===== config.mk =====
export PLATFORM = sky130hd
export DESIGN_NAME = window_serializer
export DESIGN_NICKNAME = d
export VERILOG_FILES = /design/src/rtl/window_serializer.sv
export SDC_FILE = /design/constraint.sdc
export NUM_CORES = 1
export LEC_CHECK = 0
export BUFFER_PORTS_ARGS = -buffer_cell sky130_fd_sc_hd__buf_4
export CORE_MARGIN = 2
export CORE_UTILIZATION = 45
export CTS_BUF_LIST = sky130_fd_sc_hd__clkbuf_4 sky130_fd_sc_hd__clkbuf_8 sky130_fd_sc_hd__clkbuf_16
export CTS_CLUSTER_DIAMETER = 200
export DETAILED_ROUTE_END_ITERATION = 12
export PLACE_DENSITY_LB_ADDON = 0.12
export SYNTH_ARGS = -nofsm -noshare
export SYNTH_HDL_FRONTEND = slang
export SYNTH_SLANG_ARGS = --single-unit

===== constraint.sdc =====
create_clock -name clk -period 11.51 [get_ports clk]
set_clock_uncertainty 0.05 [all_clocks]
set_input_delay 2.302 -clock clk [delete_from_list [all_inputs] [get_ports clk]]
set_output_delay 2.302 -clock clk [all_outputs]
set_load 0.03 [all_outputs]

===== src/rtl/window_serializer.sv =====
// Window FIFO plus shift-register serializer feeding one element per cycle to a MAC.
// Optional sticky drop flag on oOverflow is built only when WINSER_OVF_EN is defined.
module window_serializer #(
    parameter int DATA_WIDTH = 16,
    parameter int F          = 3,
    parameter int DEPTH      = 4
) (
    input  logic                        clk,
    input  logic                        rst_n,
    input  logic                        iValid,
    input  logic [DATA_WIDTH*F*F-1:0]   iData,
    output logic                        iReady,
    output logic                        oValid,
    input  logic                        oReady,
    output logic [DATA_WIDTH-1:0]       oData,
    output logic [$clog2(F*F)-1:0]      oIndex,
    output logic                        oLast,
    output logic                        oOverflow
);

    localparam int N  = F * F;
    localparam int WW = DATA_WIDTH * N;
    localparam int AW = $clog2(DEPTH);
    localparam int IW = $clog2(N);
    localparam logic [IW-1:0] LASTIDX = IW'(N - 1);

    typedef enum logic {IDLE, SEND} state_t;

    state_t          state, stateNext;
    logic [WW-1:0]   mem [DEPTH];
    logic [AW:0]     wrPtr, rdPtr;
    logic [WW-1:0]   shiftReg;
    logic [IW-1:0]   idx;
    logic            full, empty, push, pop, shift;

    assign full  = (wrPtr[AW-1:0] == rdPtr[AW-1:0]) && (wrPtr[AW] != rdPtr[AW]);
    assign empty = (wrPtr == rdPtr);
    assign push  = iValid && !full;

    always_comb begin
        stateNext = state;
        pop       = 1'b0;
        shift     = 1'b0;
        unique case (state)
            IDLE: begin
                if (!empty) begin
                    pop       = 1'b1;
                    stateNext = SEND;
                end
            end
            SEND: begin
                if (oReady) begin
                    if (idx != LASTIDX) begin
                        shift = 1'b1;
                    end else if (!empty) begin
                        pop = 1'b1;
                    end else begin
                        stateNext = IDLE;
                    end
                end
            end
            default: stateNext = IDLE;
        endcase
    end

    always_ff @(posedge clk or negedge rst_n) begin
        if (!rst_n) begin
            state    <= IDLE;
            wrPtr    <= '0;
            rdPtr    <= '0;
            shiftReg <= '0;
            idx      <= '0;
        end else begin
            state <= stateNext;
            if (push) wrPtr <= wrPtr + 1'b1;
            if (pop) begin
                rdPtr    <= rdPtr + 1'b1;
                shiftReg <= mem[rdPtr[AW-1:0]];
                idx      <= '0;
            end else if (shift) begin
                shiftReg <= {shiftReg[WW-DATA_WIDTH-1:0], {DATA_WIDTH{1'b0}}};
                idx      <= idx + IW'(1);
            end else if (stateNext == IDLE) begin
                shiftReg <= '0;
                idx      <= '0;
            end
        end
    end

    // Storage needs no reset; pointers define what is valid.
    always_ff @(posedge clk) begin
        if (push) mem[wrPtr[AW-1:0]] <= iData;
    end

    assign iReady = !full;
    assign oValid = (state == SEND);
    assign oData  = (state == SEND) ? shiftReg[WW-1 -: DATA_WIDTH] : '0;
    assign oIndex = (state == SEND) ? idx : '0;
    assign oLast  = (state == SEND) && (idx == LASTIDX);

`ifdef WINSER_OVF_EN
    logic ovf;

    always_ff @(posedge clk or negedge rst_n) begin
        if (!rst_n) begin
            ovf <= 1'b0;
        end else if (iValid && full) begin
            ovf <= 1'b1;
        end
    end

    assign oOverflow = ovf;
`else
    assign oOverflow = 1'b0;
`endif

endmodule


==> impl_metrics.yaml, run 1 <==
die:
  die-height_um: 255.3
  num_io_pins: 172
  rows: 92
  design.die.area_um2: 65200
  die_width_um: 255.3
  core_um2: 62740
  floorplan.initialDensity_pct: 45.32
worst_setup_path:
  critical_path_class: "reg2out"
  crit_arrival_ns: 2.47
  setup.worst_path.end_class: "output pin"
  critical_path.max_fanout: 42
  worst_ep_required_time_ns: 9.16
  worst_setup_path_start_kind: "flip-flop"
global_routing:
  grt_util_all_layers_pct: 19.48
  global_route_wire_length_before_repair_mm: 95.63
  grt_antenna_before_repair: 3
  total_congestion_overflow_after_global_routing: 0
  maximum_number_of_pins_on_one_net_before_global_route_repair: 117
  grt_pass1_vias: 15100
yosys:
  synth_cells: 1465
  synth-warning-count: 0
  synthesis.nets: 1620
  syn_area_per_cell_um2: 19.41
  syn_area_um2: 28430
  ys_seq_area_share_pct: 74.49
  yosys_register_bits: 731
  ys_types: 35
cts:
  clock-sinks: 731
  cts_tree: "done"
  clk_path_buf_depth: 3
  htree_num_levels: 3
  cts-root-buf: "sky130_fd_sc_hd__clkbuf_16"
  numCtsBuffers: 77
  post_cts_hold_buffer_count: 0
  clk_transition_reported_paths_ns: 0.06
  cts.repair_timing.setup_buffer_count: 0
  worstSkewPairLatency_ns: 0.62
  post_cts_resized: 0
drt:
  wirelength_mm: 62.89
  first_drt_pass_iteration_count: 6
  remaining_drc_errors: 0
  wl_met3_mm: 3.047
  drt_first_iter_violations: 1114
  top_routing_layer_in_use: "met5"
  total_vias_in_the_final_route: 14240
  route.met2.wl_mm: 31.62
  ant_nets: 0
  drt-wirelength-per-cell_um: 24.81
  avgViaCountPerCell: 5.618
  met1_length_mm: 26.80
sta:
  slew_violations: 0
  grt_setup_unrepaired: "false"
  hold_violations: 0
  hold_slack_ns: 0.4580
  final_min_period_over_clock_period_pct: 41.88
  timing.final.setup_violations: 0
  final.setup.tns_ns: 0
  timing.slew.headroom_pct: 28.49
  fmax_ghz: 0.2074
  minimum_period_implied_by_the_final_worst_setup_slack_ns: 4.821
  worst-slew-pin-transition_ns: 1.073
finish:
  fin_nets: 1782
  seq_area_um2: 21190
  layout-area-overhead-vs-synth_pct: 15.89
  mostFrequentLayoutCells: "576 x sky130_fd_sc_hd__edfxtp_1, 192 x sky130_fd_sc_hd__buf_4, 152 x sky130_fd_sc_hd__dfrtp_1"
  num-fill-cells: 5027
  multiInputGateArea_um2: 6666
  post_route_cells_drive_above_1_share_pct: 28.50
  final_common_cell: "sky130_fd_sc_hd__edfxtp_1"
power:
  power_per_cell_area_nw_per_um2: 249.6
  power.static_leakage_nw: 11.17
  worst_supply_voltage_drop_on_vdd_v: 0.0001329
run_status:
  run_status: "completed"
place:
  dpl.hpwl_mm: 36.99
  port-buffer-count: 170
  place_congestion: 0.7151
worst_hold_path:
  worst_hold_path_type: "reg2reg"
flow_run:
  max_cap_violations: 0
==> state kept, by name (all words and copies together) (netlist names) <==
name / count
idx: 4
mem: 576
oValid: 1
rdPtr: 3
shiftReg: 144
wrPtr: 3
==> synth_stat cells <==
cell type	instances	area share, %
sky130_fd_sc_hd__mux4_2	144	11
sky130_fd_sc_hd__nand3b_1	1	0.026
sky130_fd_sc_hd__nand2_1	4	0.053
sky130_fd_sc_hd__nor2b_1	3	0.066
sky130_fd_sc_hd__buf_6	17	0.67
sky130_fd_sc_hd__o31a_1	1	0.031
sky130_fd_sc_hd__or3_1	1	0.022
sky130_fd_sc_hd__buf_2	22	0.39
sky130_fd_sc_hd__a32oi_2	1	0.057
sky130_fd_sc_hd__a221o_1	1	0.035
sky130_fd_sc_hd__a31oi_1	1	0.022
sky130_fd_sc_hd__ha_1	7	0.31
sky130_fd_sc_hd__buf_4	7	0.18
sky130_fd_sc_hd__nor2_1	3	0.040
sky130_fd_sc_hd__a31o_2	1	0.031
sky130_fd_sc_hd__o21ai_0	131	2.3
sky130_fd_sc_hd__a21boi_0	129	3.4
sky130_fd_sc_hd__o2bb2ai_1	128	3.9
sky130_fd_sc_hd__clkbuf_1	59	0.78
sky130_fd_sc_hd__and2_1	21	0.46
sky130_fd_sc_hd__nor3_1	1	0.018
sky130_fd_sc_hd__edfxtp_1	576	61
sky130_fd_sc_hd__a22o_1	16	0.49
sky130_fd_sc_hd__and4b_1	1	0.035
sky130_fd_sc_hd__conb_1	1	0.013
sky130_fd_sc_hd__inv_1	6	0.079
sky130_fd_sc_hd__buf_1	6	0.079
sky130_fd_sc_hd__a21oi_1	4	0.070
sky130_fd_sc_hd__nand4b_1	1	0.031
sky130_fd_sc_hd__mux2_2	2	0.079
sky130_fd_sc_hd__nand2b_1	2	0.044
sky130_fd_sc_hd__nand3_1	3	0.053
sky130_fd_sc_hd__dfrtp_1	155	14
sky130_fd_sc_hd__xor2_1	5	0.15
sky130_fd_sc_hd__xnor2_1	4	0.12
==> cell families (layout without fill, tap and decap cells) <==
logic type               Yosys count  in the layout  synth area share (%)
XOR/XNOR                           9              9                0.2773
AND/OR/NAND/NOR                   41             41                0.8494
multiplexers                     146            146                 11.49
flip-flops                       731            731                 74.49
adder cells (fa/ha/maj)            7              7                0.3081
AO/OA/AOI/OAI                    413            413                 10.40
buffers and inverters            117            340                 2.183
other                              1              2               0.01319
==> worst paths after layout <==
path	startpoint	end	slack [ns]	depth (start not counted)
hold reg to reg	shiftReg[11]$_DFFE_PN0P_	shiftReg[11]$_DFFE_PN0P_	0.46	1
max in group asynchronous	rst_n	rdPtr[0]$_DFFE_PN0P_	8.02	2
hold / removal	shiftReg[11]$_DFFE_PN0P_	shiftReg[11]$_DFFE_PN0P_	0.46	1
min in group asynchronous	rst_n	idx[3]$_DFFE_PN0P_	1.68	1
setup reg to reg	rdPtr[0]$_DFFE_PN0P_	mem[1][33]$_DFFE_PP_	7.30	5
setup / recovery	rdPtr[0]$_DFFE_PN0P_	iReady	6.69	3
==> cell type report <==
cell class | count | share of cell area (%)
sequential | 731 | 64.31
multi-input combinational | 617 | 20.23
clock inverter | 27 | 0.7519
inverter | 6 | 0.06836
antenna | 1 | 0.007595
timing repair buffer | 194 | 4.443
tap | 846 | 3.213
clock buffer | 113 | 6.976
==> report_power, final <==
| part | internal [mW] | switching, mW | total [mW] | leakage (nW) |
|---|---|---|---|---|
| combinational | 0.805 | 1.09 | 1.90 | 2.85 |
| clock | 1.48 | 0.987 | 2.47 | 1.29 |
| sequential | 3.56 | 0.298 | 3.86 | 7.03 |
==> worst max-delay path, stage by stage, from the launching register on <==
cell and delay [ns]:
sky130_fd_sc_hd__dfrtp_4 0.79, sky130_fd_sc_hd__xnor2_1 0.59, sky130_fd_sc_hd__nand3_1 0.23, sky130_fd_sc_hd__buf_4 0.23
==> routing by layer <==
| metal | up-vias | track usage [%] |
|---|---|---|
| li1 | 6304 | - |
| met1 | 7504 | 26.55 |
| met2 | 335 | 31.94 |
| met3 | 94 | 3.790 |
| met4 | 4 | 5.948 |
| met5 | - | 0 |
==> stage by stage <==
step	area [um2]	setup slack (ns)	power [mW]	util (%)	std cells
2_1_floorplan	28430	1.136	5.233	-	1465
3_3_place_gp	30400	6.045	5.837	48.45	2394
3_5_place_dp	30400	6.030	5.885	48.45	2394
4_1_cts	32940	6.577	8.364	52.51	2534
5_1_grt	32940	6.474	8.624	52.51	2534
6_report	32950	6.689	8.224	52.52	2535
No activity file was read; power rests on OpenSTA's default activity.
==> run 2: changes to the inputs <==
Clock period 11.51 ns to 4.7 ns, I/O delays scaled along.
==> impl_metrics.yaml, run 2 (same netlist as run 1, synthesis figures left out) <==
worst_hold_path:
  worst_hold_path_type: "in2async"
place:
  place_congestion: 0.7233
  detailedPlace.worstSlack_ns: 1.546
  dpl.hpwl_mm: 35.46
  port-buffer-count: 170
flow_run:
  max_cap_violations: 0
sta:
  worst-slew-pin-transition_ns: 1.172
  final_min_period_over_clock_period_pct: 63.16
  timing.final.setup_violations: 0
  slew_violations: 0
  final.setup.tns_ns: 0
  hold_slack_ns: 0.2501
  fmax_ghz: 0.3369
  hold_violations: 0
  setup_slack_ns: 1.731
  timing.slew.headroom_pct: 21.48
  grt_setup_unrepaired: "false"
  minimum_period_implied_by_the_final_worst_setup_slack_ns: 2.969
die:
  num_io_pins: 172
  floorplan.initialDensity_pct: 45.32
  core_um2: 62740
  design.die.area_um2: 65200
  die-height_um: 255.3
  die_width_um: 255.3
  rows: 92
worst_setup_path:
  setup.worst_path.end_class: "output pin"
  crit_arrival_ns: 1.98
  worstReg2RegStart: "rdPtr[2]$_DFFE_PN0P_"
  critical_path_class: "reg2out"
  worst_setup_path_start_kind: "flip-flop"
  setup_slack_of_the_worst_register_to_register_path_ns: 1.98
  r2r_worst_path_depth: 4
  worst_ep_required_time_ns: 3.71
  critical_path.max_fanout: 6
  regToRegEndpoint: "mem[0][81]$_DFFE_PP_"
drt:
  total_vias_in_the_final_route: 14300
  drt_first_iter_violations: 1152
  first_drt_pass_iteration_count: 5
  wirelength_mm: 62.65
  remaining_drc_errors: 0
  drt-wirelength-per-cell_um: 24.69
  ant_nets: 0
  avgViaCountPerCell: 5.635
cts:
  post_cts_resized: 0
  numCtsBuffers: 79
  htree_num_levels: 3
  clk_path_buf_depth: 3
  worstSkewPairLatency_ns: 0.61
  cts_tree: "done"
  clock-sinks: 731
  clk_transition_reported_paths_ns: 0.06
  post_cts_hold_buffer_count: 0
  cts.repair_timing.setup_buffer_count: 0
  cts-root-buf: "sky130_fd_sc_hd__clkbuf_16"
finish:
  num-fill-cells: 4985
  layout-area-overhead-vs-synth_pct: 16.70
  final_common_cell: "sky130_fd_sc_hd__edfxtp_1"
  fin_nets: 1780
  post_route_cells_drive_above_1_share_pct: 28.58
  mostFrequentLayoutCells: "576 x sky130_fd_sc_hd__edfxtp_1, 176 x sky130_fd_sc_hd__buf_4, 152 x sky130_fd_sc_hd__dfrtp_1"
  largest_register_ffs: 576
power:
  power_per_cell_area_nw_per_um2: 613.2
  worst_supply_voltage_drop_on_vdd_v: 0.0003640
  power_mw: 20.35
  internal-power_mw: 14.50
  seq_power_share_pct: 45.5
  power_switching_share_pct: 28.71
  power.static_leakage_nw: 11.25
  p_clk_share_pct: 30.5
  switchingPower_mw: 5.841
  power.share.combinational_pct: 24.0
global_routing:
  global_route_wire_length_before_repair_mm: 94.85
  grt_util_all_layers_pct: 19.39
  maximum_number_of_pins_on_one_net_before_global_route_repair: 157
  grt_antenna_before_repair: 5
  grt_pass1_vias: 14720
  total_congestion_overflow_after_global_routing: 0
run_status:
  run_status: "completed"
-- run 2: cell count changes in the layout (fill, tap and decap cells not counted), moves of 3 or more --
| cell | previous run | this run |
|---|---|---|
| sky130_fd_sc_hd__buf_12 | 0 | 12 |
| sky130_fd_sc_hd__buf_4 | 192 | 176 |
| sky130_fd_sc_hd__clkbuf_16 | 81 | 85 |
| sky130_fd_sc_hd__clkbuf_8 | 5 | 8 |
| sky130_fd_sc_hd__clkinv_2 | 12 | 9 |
-- run 2: layout make-up --
cell class                      count  area, um2  share of cell area (%)
Tap cell                          846       1059                   3.191
Inverter                            6      22.52                 0.06788
Timing Repair Buffer              190       1584                   4.774
Antenna cell                        1      2.502                0.007543
Sequential cell                   731      21190                   63.86
Clock inverter                     26      214.0                  0.6449
Multi-Input combinational cell    617       6669                   20.10
Clock buffer                      120       2440                   7.354
-- run 2: how the worst max path moves through the flow --
stage	from	endpoint	slack (ns)	cells after the start
detailed placement	oReady	shiftReg[10]$_DFFE_PN0P_	1.55	5
global placement	oReady	shiftReg[2]$_DFFE_PN0P_	1.67	5
finish	rdPtr[0]$_DFFE_PN0P_	iReady	1.73	3
global route	rdPtr[0]$_DFFE_PN0P_	iReady	1.61	3
CTS	rdPtr[0]$_DFFE_PN0P_	iReady	1.70	3
floorplan	iValid	mem[3][0]$_DFFE_PP_	0.68	2
-- run 2: power by group through the flow --
| stage | logic (mW) | clock network (mW) | registers [mW] |
|---|---|---|---|
| floorplan | 3.47 | 0 | 9.20 |
| global placement | 5.01 | 0 | 9.33 |
| detailed placement | 5.04 | 0 | 9.39 |
| CTS | 5.06 | 6.35 | 9.28 |
| global route | 5.31 | 6.62 | 9.40 |
| finish | 4.88 | 6.20 | 9.26 |
-- run 2: critical path, cell delays in order (launching register included) --
cell                      delay [ns]
sky130_fd_sc_hd__dfrtp_4        0.54
sky130_fd_sc_hd__xnor2_1        0.47
sky130_fd_sc_hd__nand3_1        0.15
sky130_fd_sc_hd__buf_4          0.20
-- run 2: layer usage --
layer / track usage (%) / part of all wire [%]
met5: 0 / 0.078
met1: 27.45 / 44
met4: 5.000 / 1.3
met2: 31.10 / 50
met3: 3.780 / 4.9
-- run 2: metrics by stage --
step	area, um2	std cells	util [%]
3_5_place_dp	30520	2390	48.65
2_1_floorplan	28450	1465	-
4_1_cts	33170	2536	52.88
6_report	33180	2537	52.88
5_1_grt	33180	2537	52.88
3_3_place_gp	30520	2390	48.65
==> run 3: changes to the inputs <==
Clock period 4.7 ns to 3.1 ns, I/O delays scaled along.
==> impl_metrics.yaml, run 3 (same netlist as run 1, synthesis figures left out) <==
drt:
  remaining_drc_errors: 0
  total_vias_in_the_final_route: 14370
  first_drt_pass_iteration_count: 5
  ant_nets: 0
  drt-wirelength-per-cell_um: 25.63
  drt_first_iter_violations: 892
  wirelength_mm: 65.29
  avgViaCountPerCell: 5.640
sta:
  timing.final.setup_violations: 0
  worst-slew-pin-transition_ns: 0.9724
  hold_violations: 0
  final_min_period_over_clock_period_pct: 86.46
  fmax_ghz: 0.3731
  grt_setup_unrepaired: "false"
  hold_slack_ns: 0.1509
  minimum_period_implied_by_the_final_worst_setup_slack_ns: 2.680
  timing.slew.headroom_pct: 35.17
  slew_violations: 0
die:
  design.die.area_um2: 65200
  floorplan.initialDensity_pct: 45.32
  core_um2: 62740
  die_width_um: 255.3
  die-height_um: 255.3
  num_io_pins: 172
  rows: 92
global_routing:
  global_route_wire_length_before_repair_mm: 98.32
  grt_pass1_vias: 15050
  maximum_number_of_pins_on_one_net_before_global_route_repair: 131
  grt_antenna_before_repair: 3
  grt_util_all_layers_pct: 20.09
  total_congestion_overflow_after_global_routing: 0
worst_setup_path:
  cell_by_cell_listing_of_the_critical_path: "xnor2_2 -> nand3_1 -> buf_4"
  cpMaxStageDelayCell: "sky130_fd_sc_hd__dfrtp_4"
  critical_path.max_fanout: 23
  crit_arrival_ns: 2.01
  timing.critical_path.slowest_cell_delay_ns: 0.65
  worst_setup_path_start_kind: "flip-flop"
  path_delay_family: "flip-flops"
  worst_ep_required_time_ns: 2.43
  setup.worst_path.end_class: "output pin"
  cp.buffers_inverters: 1
  critical_path_class: "reg2out"
cts:
  htree_num_levels: 3
  cts.repair_timing.setup_buffer_count: 0
  clock-sinks: 731
  worstSkewPairLatency_ns: 0.62
  clk_transition_reported_paths_ns: 0.06
  cts_tree: "done"
  clk_path_buf_depth: 3
  numCtsBuffers: 76
  cts-root-buf: "sky130_fd_sc_hd__clkbuf_16"
flow_run:
  max_cap_violations: 0
place:
  port-buffer-count: 170
  place_congestion: 0.7103
  dpl.hpwl_mm: 36.78
  detailed_place.area_um2: 30710
finish:
  layout-area-overhead-vs-synth_pct: 16.72
  fin_nets: 1792
  largest_register_ffs: 576
  final_common_cell: "sky130_fd_sc_hd__edfxtp_1"
  mostFrequentLayoutCells: "576 x sky130_fd_sc_hd__edfxtp_1, 186 x sky130_fd_sc_hd__buf_4, 149 x sky130_fd_sc_hd__dfrtp_1"
  post_route_cells_drive_above_1_share_pct: 28.88
  final_design_area_no_fill_um2: 33180
run_status:
  run_status: "completed"
worst_hold_path:
  worst_hold_path_type: "in2reg"
power:
  worst_supply_voltage_drop_on_vdd_v: 0.0005354
  power.static_leakage_nw: 11.25
  power_per_cell_area_nw_per_um2: 915.4
-- run 3: worst paths after layout --
path	from	to	slack, ns	cells after the start
worst min-delay path	iData[46]	mem[2][46]$_DFFE_PP_	0.15	1
min in group asynchronous	rst_n	shiftReg[83]$_DFFE_PN0P_	0.57	2
worst max register to register	rdPtr[1]$_DFFE_PN0P_	mem[1][25]$_DFFE_PP_	0.76	4
worst min register to register	shiftReg[2]$_DFFE_PN0P_	shiftReg[2]$_DFFE_PN0P_	0.45	1
worst max-delay path	rdPtr[1]$_DFFE_PN0P_	iReady	0.42	3
max in group asynchronous	rst_n	shiftReg[27]$_DFFE_PN0P_	1.62	3
-- run 3: what timing repair did --
item,4_1_cts,5_1_grt
resized for setup,0,0
hold buffers,1,0
hold endpoints to repair,2,0
-- run 3: area by class of cell --
class                           instances  area [um2]
Clock inverter                         39       306.5
Fill cell                            5053       29550
Multi-Input combinational cell        617        6696
Antenna cell                            1       2.502
Sequential cell                       731       21190
Tap cell                              846        1059
Inverter                                6       22.52
Timing Repair Buffer                  205        1749
Clock buffer                          102        2157
-- run 3: layer usage --
metal  share of wire, %  up-vias  track usage [%]
li1                   -     6316                -
met1                 43     7677            27.79
met2                 51      293            33.44
met3                4.4       76            3.423
met4                1.5        4            4.869
met5              0.037        -                0
-- run 3: metrics by stage --
step	utilization (%)	power (mW)	setup WS, ns	std cells	setup TNS [ns]
final	52.89	30.38	0.4196	2547	0
after detailed placement	48.95	21.88	0.6718	2404	0
after floorplan	-	19.22	-0.5691	1465	-82.43
after CTS	52.89	30.87	0.3329	2546	0
after global routing	52.89	31.80	0.3483	2546	0
after global placement	48.95	21.75	0.6423	2404	0
-- run 3: where the power goes --
group          switching, mW  internal, mW  leakage [nW]
registers              0.977          13.2          7.03
logic                   4.08          3.17          2.98
clock network           3.70          5.24          1.24
total                   8.76          21.6          11.2
